[src/rtl/jtag_tap_pkg.sv]
// Shared TAP types and constants: state encoding, instruction codes and
// the IEEE 1149.1 next-state and instruction-decode helpers.
package jtag_tap_pkg;

  localparam int IR_WIDTH = 5;

  localparam logic [IR_WIDTH-1:0] IR_IDCODE  = 5'b00001;
  localparam logic [IR_WIDTH-1:0] IR_CONFREG = 5'b00110;
  localparam logic [IR_WIDTH-1:0] IR_BYPASS  = 5'b11111;
  localparam logic [IR_WIDTH-1:0] IR_CAPTURE = 5'b00101;

  typedef enum logic [3:0] {
    TLR        = 4'h0,
    RTI        = 4'h1,
    SELECT_DR  = 4'h2,
    CAPTURE_DR = 4'h3,
    SHIFT_DR   = 4'h4,
    EXIT1_DR   = 4'h5,
    PAUSE_DR   = 4'h6,
    EXIT2_DR   = 4'h7,
    UPDATE_DR  = 4'h8,
    SELECT_IR  = 4'h9,
    CAPTURE_IR = 4'hA,
    SHIFT_IR   = 4'hB,
    EXIT1_IR   = 4'hC,
    PAUSE_IR   = 4'hD,
    EXIT2_IR   = 4'hE,
    UPDATE_IR  = 4'hF
  } tap_state_e;

  typedef enum logic [1:0] {
    SEL_IDCODE  = 2'd0,
    SEL_CONFREG = 2'd1,
    SEL_BYPASS  = 2'd2
  } dr_sel_e;

  function automatic tap_state_e tap_next(input tap_state_e state, input logic tms);
    tap_state_e nxt;
    case (state)
      TLR:        nxt = tms ? TLR       : RTI;
      RTI:        nxt = tms ? SELECT_DR : RTI;
      SELECT_DR:  nxt = tms ? SELECT_IR : CAPTURE_DR;
      CAPTURE_DR: nxt = tms ? EXIT1_DR  : SHIFT_DR;
      SHIFT_DR:   nxt = tms ? EXIT1_DR  : SHIFT_DR;
      EXIT1_DR:   nxt = tms ? UPDATE_DR : PAUSE_DR;
      PAUSE_DR:   nxt = tms ? EXIT2_DR  : PAUSE_DR;
      EXIT2_DR:   nxt = tms ? UPDATE_DR : SHIFT_DR;
      UPDATE_DR:  nxt = tms ? SELECT_DR : RTI;
      SELECT_IR:  nxt = tms ? TLR       : CAPTURE_IR;
      CAPTURE_IR: nxt = tms ? EXIT1_IR  : SHIFT_IR;
      SHIFT_IR:   nxt = tms ? EXIT1_IR  : SHIFT_IR;
      EXIT1_IR:   nxt = tms ? UPDATE_IR : PAUSE_IR;
      PAUSE_IR:   nxt = tms ? EXIT2_IR  : PAUSE_IR;
      EXIT2_IR:   nxt = tms ? UPDATE_IR : SHIFT_IR;
      UPDATE_IR:  nxt = tms ? SELECT_DR : RTI;
      default:    nxt = TLR;
    endcase
    return nxt;
  endfunction

  // Unknown opcodes fall back to BYPASS so the chain length stays defined.
  function automatic dr_sel_e decode_ir(input logic [IR_WIDTH-1:0] ir);
    dr_sel_e sel;
    case (ir)
      IR_IDCODE:  sel = SEL_IDCODE;
      IR_CONFREG: sel = SEL_CONFREG;
      default:    sel = SEL_BYPASS;
    endcase
    return sel;
  endfunction

endpackage

[src/rtl/jtag_pin_sync.sv]
// Brings the asynchronous JTAG pins into the clk_i domain and turns TCK
// into single-cycle rise/fall strobes aligned with the sampled TMS/TDI/TRST.
module jtag_pin_sync (
  input  logic clk_i,
  input  logic rst_i,
  input  logic jtag_tck,
  input  logic jtag_tms,
  input  logic jtag_tdi,
  input  logic jtag_trst_n,
  output logic tck_rise,
  output logic tck_fall,
  output logic tms,
  output logic tdi,
  output logic trst_n
);

  logic [2:0] tck_sync_r;
  logic [1:0] tms_sync_r;
  logic [1:0] tdi_sync_r;
  logic [1:0] trst_sync_r;

  // Two-flop synchronizers, third TCK stage for edge detect, registered strobes.
  always_ff @(posedge clk_i) begin
    if (rst_i) begin
      tck_sync_r  <= 3'b000;
      tms_sync_r  <= 2'b11;
      tdi_sync_r  <= 2'b00;
      trst_sync_r <= 2'b00;
      tck_rise    <= 1'b0;
      tck_fall    <= 1'b0;
      tms         <= 1'b1;
      tdi         <= 1'b0;
      trst_n      <= 1'b0;
    end else begin
      tck_sync_r  <= {tck_sync_r[1:0], jtag_tck};
      tms_sync_r  <= {tms_sync_r[0], jtag_tms};
      tdi_sync_r  <= {tdi_sync_r[0], jtag_tdi};
      trst_sync_r <= {trst_sync_r[0], jtag_trst_n};
      tck_rise    <= tck_sync_r[1] & ~tck_sync_r[2];
      tck_fall    <= ~tck_sync_r[1] & tck_sync_r[2];
      tms         <= tms_sync_r[1];
      tdi         <= tdi_sync_r[1];
      trst_n      <= trst_sync_r[1];
    end
  end

endmodule

[src/rtl/jtag_tap_responder.sv]
// Chip-side JTAG TAP oversampled in clk_i: 16-state FSM, 5-bit IR and
// IDCODE / BYPASS / CONFREG data registers.
module jtag_tap_responder
  import jtag_tap_pkg::*;
#(
  parameter logic [31:0]           IDCODE_VALUE = 32'h249511C3,
  parameter int                    CONF_WIDTH   = 9,
  parameter logic [CONF_WIDTH-1:0] CONF_RESET   = '0
) (
  input  logic                  clk_i,
  input  logic                  rst_i,
  input  logic                  jtag_tck_i,
  input  logic                  jtag_trst_ni,
  input  logic                  jtag_tms_i,
  input  logic                  jtag_tdi_i,
  output logic                  jtag_tdo_o,
  output logic                  jtag_tdo_oe_o,
  output logic [CONF_WIDTH-1:0] conf_reg_o,
  output logic                  conf_update_o,
  output logic [3:0]            tap_state_o
);

  logic tck_rise_s;
  logic tck_fall_s;
  logic tms_s;
  logic tdi_s;
  logic trst_n_s;

  tap_state_e          state_r;
  logic [IR_WIDTH-1:0] ir_r;
  logic [IR_WIDTH-1:0] ir_sr_r;
  logic [31:0]         dr_sr_r;
  dr_sel_e             dr_sel_s;
  logic [31:0]         dr_capture_s;
  logic [31:0]         dr_shift_s;

  jtag_pin_sync u_pin_sync (
    .clk_i       (clk_i),
    .rst_i       (rst_i),
    .jtag_tck    (jtag_tck_i),
    .jtag_tms    (jtag_tms_i),
    .jtag_tdi    (jtag_tdi_i),
    .jtag_trst_n (jtag_trst_ni),
    .tck_rise    (tck_rise_s),
    .tck_fall    (tck_fall_s),
    .tms         (tms_s),
    .tdi         (tdi_s),
    .trst_n      (trst_n_s)
  );

  assign dr_sel_s    = decode_ir(ir_r);
  assign tap_state_o = state_r;

  // Capture value and one-step shift of the shared DR, sized by the selected register.
  always_comb begin
    dr_shift_s = {1'b0, dr_sr_r[31:1]};
    case (dr_sel_s)
      SEL_IDCODE: begin
        dr_capture_s   = IDCODE_VALUE;
        dr_shift_s[31] = tdi_s;
      end
      SEL_CONFREG: begin
        dr_capture_s               = 32'(conf_reg_o);
        dr_shift_s[CONF_WIDTH-1]   = tdi_s;
      end
      default: begin
        dr_capture_s  = 32'd0;
        dr_shift_s[0] = tdi_s;
      end
    endcase
  end

  // TAP FSM with capture/shift on TCK rise and TDO/update on TCK fall.
  always_ff @(posedge clk_i) begin
    if (rst_i) begin
      state_r       <= TLR;
      ir_r          <= IR_IDCODE;
      ir_sr_r       <= '0;
      dr_sr_r       <= 32'd0;
      conf_reg_o    <= CONF_RESET;
      conf_update_o <= 1'b0;
      jtag_tdo_o    <= 1'b0;
      jtag_tdo_oe_o <= 1'b0;
    end else if (!trst_n_s) begin
      // conf_reg_o is deliberately left alone: TRST only resets the TAP itself.
      state_r       <= TLR;
      ir_r          <= IR_IDCODE;
      conf_update_o <= 1'b0;
      jtag_tdo_o    <= 1'b0;
      jtag_tdo_oe_o <= 1'b0;
    end else begin
      conf_update_o <= 1'b0;
      if (tck_rise_s) begin
        state_r <= tap_next(state_r, tms_s);
        case (state_r)
          CAPTURE_IR: ir_sr_r <= IR_CAPTURE;
          SHIFT_IR:   ir_sr_r <= {tdi_s, ir_sr_r[IR_WIDTH-1:1]};
          CAPTURE_DR: dr_sr_r <= dr_capture_s;
          SHIFT_DR:   dr_sr_r <= dr_shift_s;
          default:    dr_sr_r <= dr_sr_r;
        endcase
      end else if (tck_fall_s) begin
        case (state_r)
          SHIFT_IR: begin
            jtag_tdo_o    <= ir_sr_r[0];
            jtag_tdo_oe_o <= 1'b1;
          end
          SHIFT_DR: begin
            jtag_tdo_o    <= dr_sr_r[0];
            jtag_tdo_oe_o <= 1'b1;
          end
          UPDATE_IR: begin
            ir_r          <= ir_sr_r;
            jtag_tdo_o    <= 1'b0;
            jtag_tdo_oe_o <= 1'b0;
          end
          UPDATE_DR: begin
            if (dr_sel_s == SEL_CONFREG) begin
              conf_reg_o    <= dr_sr_r[CONF_WIDTH-1:0];
              conf_update_o <= 1'b1;
            end else begin
              conf_update_o <= 1'b0;
            end
            jtag_tdo_o    <= 1'b0;
            jtag_tdo_oe_o <= 1'b0;
          end
          TLR: begin
            ir_r          <= IR_IDCODE;
            jtag_tdo_o    <= 1'b0;
            jtag_tdo_oe_o <= 1'b0;
          end
          default: begin
            jtag_tdo_o    <= 1'b0;
            jtag_tdo_oe_o <= 1'b0;
          end
        endcase
      end else begin
        state_r <= state_r;
      end
    end
  end

endmodule
[config.mk]
export PLATFORM = sky130hd
export DESIGN_NAME = jtag_tap_responder
export DESIGN_NICKNAME = d
export VERILOG_FILES = /design/src/rtl/jtag_tap_pkg.sv /design/src/rtl/jtag_pin_sync.sv /design/src/rtl/jtag_tap_responder.sv
export SDC_FILE = /design/constraint.sdc
export NUM_CORES = 1
export LEC_CHECK = 0
export ABC_AREA = 1
export CAP_MARGIN = 0
export CORE_MARGIN = 2
export CORE_UTILIZATION = 65
export CTS_BUF_LIST = sky130_fd_sc_hd__clkbuf_8
export DETAILED_ROUTE_END_ITERATION = 6
export PLACE_DENSITY = 0.93
export SLEW_MARGIN = 0
export SYNTH_ARGS = -nofsm -noshare
export SYNTH_HDL_FRONTEND = slang
export SYNTH_SLANG_ARGS = --single-unit
[constraint.sdc]
create_clock -name clk_i -period 3 [get_ports clk_i]
set_clock_uncertainty 0.1 [all_clocks]
set_input_delay 0.6 -clock clk_i [delete_from_list [all_inputs] [get_ports clk_i]]
set_output_delay 0.6 -clock clk_i [all_outputs]
set_load 0.05 [all_outputs]
# Word-level counts from Yosys, hierarchy flattened
# Index checks and enable logic that the tools add are counted.
# Widths: inputs -> output; s select.
dict set report totals {
  ff_bits 72
  output_inout_bits 16
  word_cells 84
}
dict set report classes {
  eq_ne 18
  muxes 24
  bitwise 8
  reduce_logical 17
}
# operator count
set ops {}
lappend ops {{$pmux 32 s2} 1}
lappend ops {{$pmux 30 s2} 1}
lappend ops {{$pmux 4 s12} 1}
lappend ops {{$eq 4x4->1 const B} 8}
lappend ops {{$pmux 5 s2} 2}
lappend ops {{$eq 4x3->1 const B} 4}
lappend ops {{$mux 4} 4}
lappend ops {{$reduce_or 2->1} 5}
lappend ops {{$reduce_and 3->1} 3}
lappend ops {{$eq 4x2->1 const B} 2}
lappend ops {{$mux 1} 8}
lappend ops {{$mux 2} 3}
lappend ops {{$mux 3} 2}
lappend ops {{$not 1->1} 6}
lappend ops {{$reduce_bool 2->1} 3}
lappend ops {{$eq 5x1->1 const B} 1}
lappend ops {{$eq 5x3->1 const B} 1}
lappend ops {{$reduce_and 5->1} 1}
lappend ops {{$reduce_or 5->1} 1}
lappend ops {{$eq 4x1->1 const B} 1}
lappend ops {{$logic_not 4->1} 1}
lappend ops {{$pmux 2 s2} 1}
lappend ops {{$reduce_or 3->1} 1}
lappend ops {{$and 1x1->1} 2}
lappend ops {{other kinds (4)} 4}

# Longest topological paths before layout
# Gate-level depths: netlist of the first run.
dict set report depth {
  ltp_word 6
  depth_mapped 10
  depth_no_buf 9
}

# Hierarchy
# Synthesis of the first run repeated with hierarchy kept, for this count alone.
dict set report hier_totals {
  hier_cells 409
  hier_area_um2 2971.6
}
# module n_inst cells_per_inst area_per_inst_um2
set modules_own_cells {}
lappend modules_own_cells {jtag_tap_responder 1 369 2578.7}
lappend modules_own_cells {jtag_pin_sync 1 40 392.9}

# Least setup slack after synthesis of the first run
# OpenSTA, ideal clock, no wires.
dict set report synth_path {
  path_type {register to register}
  from {register state_r[3] (netlist: tap_state_o[3])}
  to {register conf_reg_o[8]}
  arrival_ns 1.685
  setup_slack_ns 1.099
  path_stages_with_launch 8
  synth_period_minus_slack_ns 1.901
  cell_sequence {dfxtp_1 inv_2 nor2_8 nand2_4 nor3_4 nand2_4 o21ai_1 nor2_1}
}
dict set report synth_between {
  elab_chain_cells 2
}
# item line
set synth_lines {}
lappend synth_lines {{start: declaration} jtag_tap_responder.sv:29} ;# tap_state_e state_r;
lappend synth_lines {{start signal: assignment} jtag_tap_responder.sv:94} ;# state_r <= tap_next(state_r, tms_s);
lappend synth_lines {{start signal: assignment} jtag_tap_responder.sv:138} ;# state_r <= state_r;
lappend synth_lines {{$eq 4x4->1} jtag_tap_responder.sv:103} ;# case (state_r)
lappend synth_lines {{$reduce_and 5->1 (no line)} --}
lappend synth_lines {{end signal: assignment} jtag_tap_responder.sv:119} ;# conf_reg_o <= dr_sr_r[CONF_WIDTH-1:0];
lappend synth_lines {{end: declaration} jtag_tap_responder.sv:18} ;# output logic [CONF_WIDTH-1:0] conf_reg_o,
# No other way between the ends.
# A chain may end at the register's enable or synchronous reset.

# Final worst setup path of the first run
dict set report layout_path {
  from {register state_r[0] (netlist: tap_state_o[0])}
  to {output port tap_state_o[0]}
}
# item line
set layout_rtl {}
lappend layout_rtl {{end: declaration} jtag_tap_responder.sv:20} ;# output logic [3:0] tap_state_o
# No word-level cell between the ends.

==> results.yml, run 1 <==
status:
  status: "complete, but fails checks"
  violations: "DRC"
die:
  coreArea_sq_um: 4380
  pin_count: 22
  rows: 24
  die_height_um: 71.8
  dieArea_sq_um: 5160
  die_w_um: 71.8
  start_util_pct: 68.2
route:
  drc: 1
  vias_per_cell: 5.85
  drt.antenna.violating_nets: 0
  wl_per_cell_um: 14.6
  first_iter_violations: 406
  wirelength_um: 7020
  dr_total_vias: 2801
  drtPass1Iterations: 7
final_layout:
  area.growth.synth_to_final_pct: 14.6
  insertedDiodeCount: 0
  num-nets-final: 428
  drive_gt1_share_pct: 9.37
  final_area_sq_um: 3430
  nFillCells: 312
clocking:
  cts_tree: "built"
  clock_sinks: 72
  clk-insertion-delay-late_ns: 0.35
  hold_buffers: 0
  cts_max_path_buffers: 2
  path_clk_slew_ns: 0.08
  root_buffer: "clkbuf_8"
  cts-buffers-inserted: 9
  cts_resized: 0
  postCtsSetupRepairBufs: 0
  h-tree-depth: 3
global_routing:
  grt_antenna_before_repair: 0
  overflow: 0
  grt_pass1_vias: 2602
  grt_max_degree: 30
  grt_use_total_pct: 29.4
  grt_pass1_wl_um: 11700
synth:
  synthArstFlopShare_pct: 0
  synth_edf_count: 0
  synthCells: 403
  ys_seq_elements: 72
  yosys_warnings: 0
  synth_area_sq_um: 2990
  synth.distinct_cells: 25
  yosysSeqAreaShare_pct: 48.2
  dominantRegCellSynth: "dfxtp_1"
  synth.avg_cell_area_sq_um: 7.42
  synth_nets: 409
flow_run:
  drv_cap: 0
worst_setup_path:
  critPathSlowestCell: "clkdlybuf4s50_1"
  cp_top_family: "buffers and inverters"
  ff2ff_setup_slack_ns: 0.86
  critPathKind: "flop to output pin"
  cp_max_fo: 10
  crit_path_end_kind: "output pin"
  required_ns: 2.30
  critPathMaxStageDelay_ns: 0.90
  startpoint_type: "flop"
  r2r_end: "dr_sr_r[16]"
  crit_chain: "clkdlybuf4s50_1"
  worstPathArrival_ns: 1.87
  r2r_cells: 9
  reg2reg_from: "tap_state_o[2]"
  worst-path-buf-inv: 1
pwr:
  power_frac_comb_pct: 1.8
  pwr_density_cell_nw_per_um2: 539
  power.total_mw: 1.85
  cellLeakagePower_nw: 1.41
  pwr-share-seq_pct: 52.2
  clockPowerShare_pct: 45.9
  p_sw_share_pct: 21.0
  peakVddDrop_mv: 0.407
  p_int_mw: 1.46
  power.switching_mw: 0.388
worst_hold_path:
  hold_path_depth: 2
  holdPathEnd: "u_pin_sync.tdi"
  worstHoldStart: "u_pin_sync.tdi_sync_r[1]"
  hold_path_class: "flop to flop"
timing:
  period_minus_slack_ns: 2.57
  hold_viol: 0
  rsz0062_at_grt: "no"
  slew_violations: 0
  worst_pin_slew_ns: 0.675
  final.setup.tns_ns: 0
  setup_ws_ns: 0.431
  relSlewSlack_pct: 55.0
  finalCritPeriodShare_pct: 85.6
  setup_viol: 0
  fmaxAchievable_mhz: 389
place:
  dp_hpwl_um: 4460
  dpl-instance-area_sq_um: 3210
  place_congestion: 0.885
  pre_cts_slack_ns: 0.700
  io_buffer_count: 21
through the flow:
stage | utilization, % | std cells | hold slack (ns)
4_1_cts | 78.2 | 479 | 0.304
3_3_place_gp | 73.2 | 463 | 0.289
3_5_place_dp | 73.2 | 463 | 0.293
2_1_floorplan | - | 403 | 0.288
6_report | 78.2 | 479 | 0.303
5_1_grt | 78.2 | 479 | 0.326
cell type report:
type                    count  area, sq um  share of cell area, %
multi-input cells         279         1340                   38.9
inverters                  37          141                   4.12
flip-flops and latches     72         1440                   42.0
clock inverters             6         82.6                   2.41
repair buffers             23          225                   6.57
well taps                  52         65.1                   1.90
clock buffers              10          138                   4.01
cells in the final DEF (no fill, tap or decap), types with 2 or more instances in the layout:
cell type,count
or2_2,3
clkbuf_8,10
o21ai_1,9
clkdlybuf4s50_1,21
o21ai_0,21
a211oi_1,2
nand2_2,4
inv_1,34
clkinv_2,3
nand2_1,81
buf_4,2
nor2_1,53
nand2_4,3
nor2_4,2
a21oi_1,64
inv_2,2
nor2_2,3
bufinv_16,2
nor2_8,2
nand3_1,18
nor3_1,7
o211ai_1,4
dfxtp_1,72
how the worst max path moves through the flow:
stage / end / start / depth (start not counted) / slack [ns]
after floorplan: conf_reg_o[8] / tap_state_o[3] / 7 / 1.10
after global placement: tap_state_o[0] / tap_state_o[0] / 1 / 0.82
after detailed placement: dr_sr_r[2] / rst_i / 4 / 0.70
after CTS: tap_state_o[0] / tap_state_o[0] / 1 / 0.44
after global routing: tap_state_o[0] / tap_state_o[0] / 1 / 0.37
final: tap_state_o[0] / tap_state_o[0] / 1 / 0.43
metal layers:
layer / part of all wire (%) / global-route usage, %
met1: 41 / 37.0
met2: 49 / 47.8
met3: 6.9 / 6.19
met4: 3.0 / 14.7
met5: 0 / 0
logic make-up after synthesis:
logic type | share of synthesized area (%)
compound gates | 17.5
buf+inv | 7.15
flops | 48.2
simple gates | 27.1
synthesized netlist by cell type, types with 2 or more instances:
master    count  share of area (%)
a211oi_1      2               0.50
a21oi_1      64                 11
buf_2         7                1.2
buf_4         2               0.50
clkbuf_1      6               0.75
dfxtp_1      72                 48
inv_1        34                4.3
inv_2         2               0.25
nand2_1      81                 10
nand2_2       4               0.84
nand2_4       3                1.1
nand3_1      18                3.0
nor2_1       53                6.7
nor2_2        3               0.63
nor2_4        2               0.75
nor2_8        2                1.3
nor3_1        7                1.2
o211ai_1      4                1.0
o21ai_0      21                3.5
o21ai_1       9                1.5
or2_2         3               0.63
power groups by stage:
stage	clock network, mW	registers (mW)	logic [mW]
2_1_floorplan	0	0.987	0.0225
6_report	0.850	0.966	0.0339
3_5_place_dp	0	0.988	0.0338
4_1_cts	0.848	0.965	0.0340
3_3_place_gp	0	0.987	0.0325
5_1_grt	0.889	0.966	0.0383
state kept, by name (all words and copies together) (netlist names), 2 cells and up:
| register | flops |
|---|---|
| conf_reg_o | 9 |
| dr_sr_r | 32 |
| ir_r | 5 |
| ir_sr_r | 5 |
| tap_state_o | 4 |
| u_pin_sync.tck_sync_r | 3 |
| u_pin_sync.tdi_sync_r | 2 |
| u_pin_sync.tms_sync_r | 2 |
| u_pin_sync.trst_sync_r | 2 |
Note: power is estimated with default switching activity, not from simulation.
==> run 2: changes to the inputs <==
--- a/config.mk
+++ b/config.mk
@@ -8,10 +8,10 @@
 export ABC_AREA = 1
 export CAP_MARGIN = 0
 export CORE_MARGIN = 2
-export CORE_UTILIZATION = 65
+export CORE_UTILIZATION = 45
 export CTS_BUF_LIST = sky130_fd_sc_hd__clkbuf_8
 export DETAILED_ROUTE_END_ITERATION = 6
-export PLACE_DENSITY = 0.93
+export PLACE_DENSITY = 0.7
 export SLEW_MARGIN = 0
 export SYNTH_ARGS = -nofsm -noshare
 export SYNTH_HDL_FRONTEND = slang
==> results.yml, run 2 (synthesized netlist as in run 1, its figures left out) <==
place:
  place_congestion: 0.933
  io_buffer_count: 21
  dpl-instance-area_sq_um: 3250
  dp_hpwl_um: 4130
timing:
  rsz0062_at_grt: "no"
  fmaxAchievable_mhz: 385
  finalCritPeriodShare_pct: 86.6
  period_minus_slack_ns: 2.60
  relSlewSlack_pct: 48.3
  worst_pin_slew_ns: 0.775
  hold_viol: 0
  timing.hold.ws_ns: 0.302
  setup_viol: 0
  final.setup.tns_ns: 0
  slew_violations: 0
route:
  drtPass1Iterations: 5
  drc: 0
  wl_per_cell_um: 12.8
  first_iter_violations: 188
  dr_total_vias: 2614
  vias_per_cell: 5.18
  drt.antenna.violating_nets: 0
  wirelength_um: 6470
worst_setup_path:
  critPathSlowestCell: "clkdlybuf4s50_1"
  cp_top_family: "buffers and inverters"
  critPathMaxStageDelay_ns: 0.90
  worst-path-buf-inv: 1
  cp_max_fo: 10
  worstPathArrival_ns: 1.90
  crit_chain: "clkdlybuf4s50_1"
  critPathKind: "flop to output pin"
  crit_path_end_kind: "output pin"
  required_ns: 2.30
  startpoint_type: "flop"
pwr:
  p_int_mw: 1.29
  power_frac_comb_pct: 2.1
  power.switching_mw: 0.379
  peakVddDrop_mv: 0.355
  pwr_density_cell_nw_per_um2: 488
  clockPowerShare_pct: 40.1
  pwr-share-seq_pct: 57.8
  p_sw_share_pct: 22.7
  power.total_mw: 1.67
  cellLeakagePower_nw: 1.39
clocking:
  cts_resized: 0
  cts_max_path_buffers: 2
  clock_sinks: 72
  root_buffer: "clkbuf_8"
  path_clk_slew_ns: 0.08
  hold_buffers: 0
  h-tree-depth: 3
  clk-insertion-delay-late_ns: 0.34
  postCtsSetupRepairBufs: 0
  cts-buffers-inserted: 9
  cts_tree: "built"
die:
  start_util_pct: 46.8
  die_w_um: 85.5
  coreArea_sq_um: 6390
  pin_count: 22
  dieArea_sq_um: 7310
  die_height_um: 85.5
  rows: 29
global_routing:
  grt_max_degree: 36
  grt_pass1_wl_um: 10800
  grt_antenna_before_repair: 0
  grt_pass1_vias: 2285
  grt_use_total_pct: 18.8
  overflow: 0
worst_hold_path:
  hold_path_class: "flop to flop"
final_layout:
  largest_reg_flops: 32
  nFillCells: 634
  area.growth.synth_to_final_pct: 14.4
  final_cell_mix: "nand2_1, dfxtp_1, a21oi_1, nor2_1, inv_1"
  drive_gt1_share_pct: 9.35
  largest-register: "dr_sr_r"
  layout_commonest_cell: "nand2_1"
  final_area_sq_um: 3420
  reg_top3: "dr_sr_r x32, conf_reg_o x9"
  insertedDiodeCount: 0
  num-nets-final: 429
  final_util_pct: 53.6
flow_run:
  drv_cap: 0
status:
  status: "finished clean"
[run 2: final cells by class]
| class | instances | area (sq um) | share of cell area, % |
|---|---|---|---|
| clock buffers | 10 | 138 | 4.02 |
| inverters | 37 | 141 | 4.13 |
| well taps | 77 | 96.3 | 2.82 |
| clock inverters | 6 | 36.3 | 1.06 |
| flip-flops and latches | 72 | 1440 | 42.1 |
| repair buffers | 24 | 233 | 6.80 |
| multi-input cells | 279 | 1340 | 39.0 |
[run 2: power groups by stage]
| stage | logic (mW) | clock network [mW] | registers (mW) |
|---|---|---|---|
| global placement | 0.0339 | 0 | 0.988 |
| finish | 0.0343 | 0.670 | 0.965 |
| floorplan | 0.0225 | 0 | 0.987 |
| CTS | 0.0345 | 0.691 | 0.965 |
| global route | 0.0384 | 0.735 | 0.966 |
| detailed placement | 0.0345 | 0 | 0.988 |
[run 2: through the flow]
stage	setup slack, ns	std cells
2_1_floorplan	1.10	403
3_3_place_gp	0.774	489
3_5_place_dp	0.758	489
4_1_cts	0.373	505
5_1_grt	0.339	505
6_report	0.401	505
[run 2: metal layers]
layer	wire length [um]	up-vias	track usage (%)
met2	2950	72	28.2
met4	114	0	8.08
li1	-	1351	-
met3	308	12	4.62
met5	0	-	0
met1	3100	1179	26.0
[run 2: final timing paths]
check / startpoint / end / slack (ns) / depth (start not counted)
setup / recovery: tap_state_o[0] / tap_state_o[0] / 0.40 / 1
hold / removal: u_pin_sync.tdi_sync_r[0] / u_pin_sync.tdi_sync_r[1] / 0.30 / 2
setup reg to reg: tap_state_o[2] / dr_sr_r[16] / 0.86 / 9
hold reg to reg: u_pin_sync.tdi_sync_r[0] / u_pin_sync.tdi_sync_r[1] / 0.30 / 2
==> run 3: changes to the inputs <==
--- a/config.mk
+++ b/config.mk
@@ -7,7 +7,6 @@
 export LEC_CHECK = 0
 export ABC_AREA = 1
 export CAP_MARGIN = 0
-export CORE_MARGIN = 2
 export CORE_UTILIZATION = 45
 export CTS_BUF_LIST = sky130_fd_sc_hd__clkbuf_8
 export DETAILED_ROUTE_END_ITERATION = 6
==> results.yml, run 3 (synthesized netlist as in run 1, its figures left out) <==
status:
  status: "finished clean"
place:
  io_buffer_count: 21
  pre_cts_slack_ns: 0.756
  place_congestion: 0.913
  dp_hpwl_um: 4230
global_routing:
  grt_pass1_wl_um: 10800
  grt_pass1_vias: 2336
  grt_max_degree: 30
  overflow: 0
  grt_use_total_pct: 19.2
  grt_antenna_before_repair: 0
die:
  coreArea_sq_um: 6390
  pin_count: 22
  die_w_um: 83.5
  die_height_um: 83.5
  rows: 29
  start_util_pct: 46.8
  dieArea_sq_um: 6980
timing:
  finalCritPeriodShare_pct: 86.4
  fmaxAchievable_mhz: 386
  worst_pin_slew_ns: 0.671
  rsz0062_at_grt: "no"
  relSlewSlack_pct: 55.2
  setup_viol: 0
  setup_ws_ns: 0.407
  hold_viol: 0
  final.setup.tns_ns: 0
  period_minus_slack_ns: 2.59
  slew_violations: 0
clocking:
  clk-insertion-delay-late_ns: 0.34
  cts_resized: 0
  cts-buffers-inserted: 9
  h-tree-depth: 3
  path_clk_slew_ns: 0.07
  postCtsSetupRepairBufs: 0
  clock_sinks: 72
  cts_max_path_buffers: 2
  root_buffer: "clkbuf_8"
  cts_tree: "built"
  hold_buffers: 0
final_layout:
  final_cell_mix: "nand2_1, dfxtp_1, a21oi_1, nor2_1, inv_1"
  insertedDiodeCount: 0
  layout_commonest_cell: "nand2_1"
  nFillCells: 622
  multi_input_area_sq_um: 1340
  area.growth.synth_to_final_pct: 14.4
  largest-register: "dr_sr_r"
  largest_reg_flops: 32
  drive_gt1_share_pct: 9.37
  num-nets-final: 428
  reg_top3: "dr_sr_r x32, conf_reg_o x9"
  seq_area_sq_um: 1440
worst_setup_path:
  cp_top_family: "buffers and inverters"
  required_ns: 2.30
  worstPathArrival_ns: 1.89
  crit_chain: "clkdlybuf4s50_1"
  worst-path-buf-inv: 1
  cp_max_fo: 10
  crit_path_end_kind: "output pin"
  startpoint_type: "flop"
  critPathMaxStageDelay_ns: 0.90
  critPathKind: "flop to output pin"
  critPathSlowestCell: "clkdlybuf4s50_1"
route:
  wl_per_cell_um: 12.5
  wirelength_um: 6290
  drc: 0
  vias_per_cell: 5.11
  drt.antenna.violating_nets: 0
  dr_total_vias: 2575
  first_iter_violations: 246
  drtPass1Iterations: 4
pwr:
  power.switching_mw: 0.378
  pwr_density_cell_nw_per_um2: 495
  cellLeakagePower_nw: 1.39
  p_sw_share_pct: 22.3
  power_frac_comb_pct: 2.0
  pwr-share-seq_pct: 56.9
  p_int_mw: 1.32
  peakVddDrop_mv: 0.334
  clockPowerShare_pct: 41.1
flow_run:
  drv_cap: 0
worst_hold_path:
  hold_path_class: "flop to flop"
[run 3: layout make-up]
| type | count | share of cell area [%] |
|---|---|---|
| flip-flops and latches | 72 | 42.1 |
| clock inverters | 5 | 0.914 |
| clock buffers | 11 | 4.42 |
| multi-input cells | 279 | 39.0 |
| repair buffers | 23 | 6.58 |
| inverters | 37 | 4.13 |
| well taps | 77 | 2.82 |
[run 3: final timing paths]
kind                             from             end  slack, ns  cells after the start
max reg2reg            tap_state_o[2]     dr_sr_r[29]       0.90                      9
max                    tap_state_o[0]  tap_state_o[0]       0.41                      1
min          u_pin_sync.tdi_sync_r[1]  u_pin_sync.tdi       0.30                      2
min reg2reg  u_pin_sync.tdi_sync_r[1]  u_pin_sync.tdi       0.30                      2
[run 3: per-stage QoR]
stage	hold WS [ns]	util (%)	instances	power, mW	cell area [sq um]
after floorplan	0.288	-	403	1.01	2990
after global placement	0.289	50.7	488	1.02	3240
after detailed placement	0.295	50.7	488	1.02	3240
after CTS	0.305	53.6	504	1.72	3420
after global routing	0.314	53.6	504	1.76	3420
final	0.304	53.6	504	1.70	3420
[run 3: per-layer routing]
layer / wire length [um] / global-route usage [%] / vias up
li1: - / - / 1348
met1: 2930 / 25.5 / 1166
met2: 2940 / 30.0 / 53
met3: 331 / 5.84 / 8
met4: 91 / 6.32 / 0
met5: 0 / 0 / -
[run 3: power by group through the flow]
stage          Clock (mW)  Sequential, mW  Combinational (mW)
3_5_place_dp            0           0.988              0.0341
3_3_place_gp            0           0.988              0.0333
4_1_cts             0.717           0.965              0.0341
5_1_grt             0.759           0.966              0.0384
2_1_floorplan           0           0.987              0.0225
6_report            0.697           0.965              0.0334
[run 3: worst register-to-register path: cells and delay by family (launching register included)]
| kind | cells | cell delay (ns) |
|---|---|---|
| AO/OA/AOI/OAI | 1 | 0.15 |
| buffers and inverters | 2 | 0.30 |
| flip-flops | 1 | 0.60 |
| AND/OR/NAND/NOR | 6 | 0.84 |
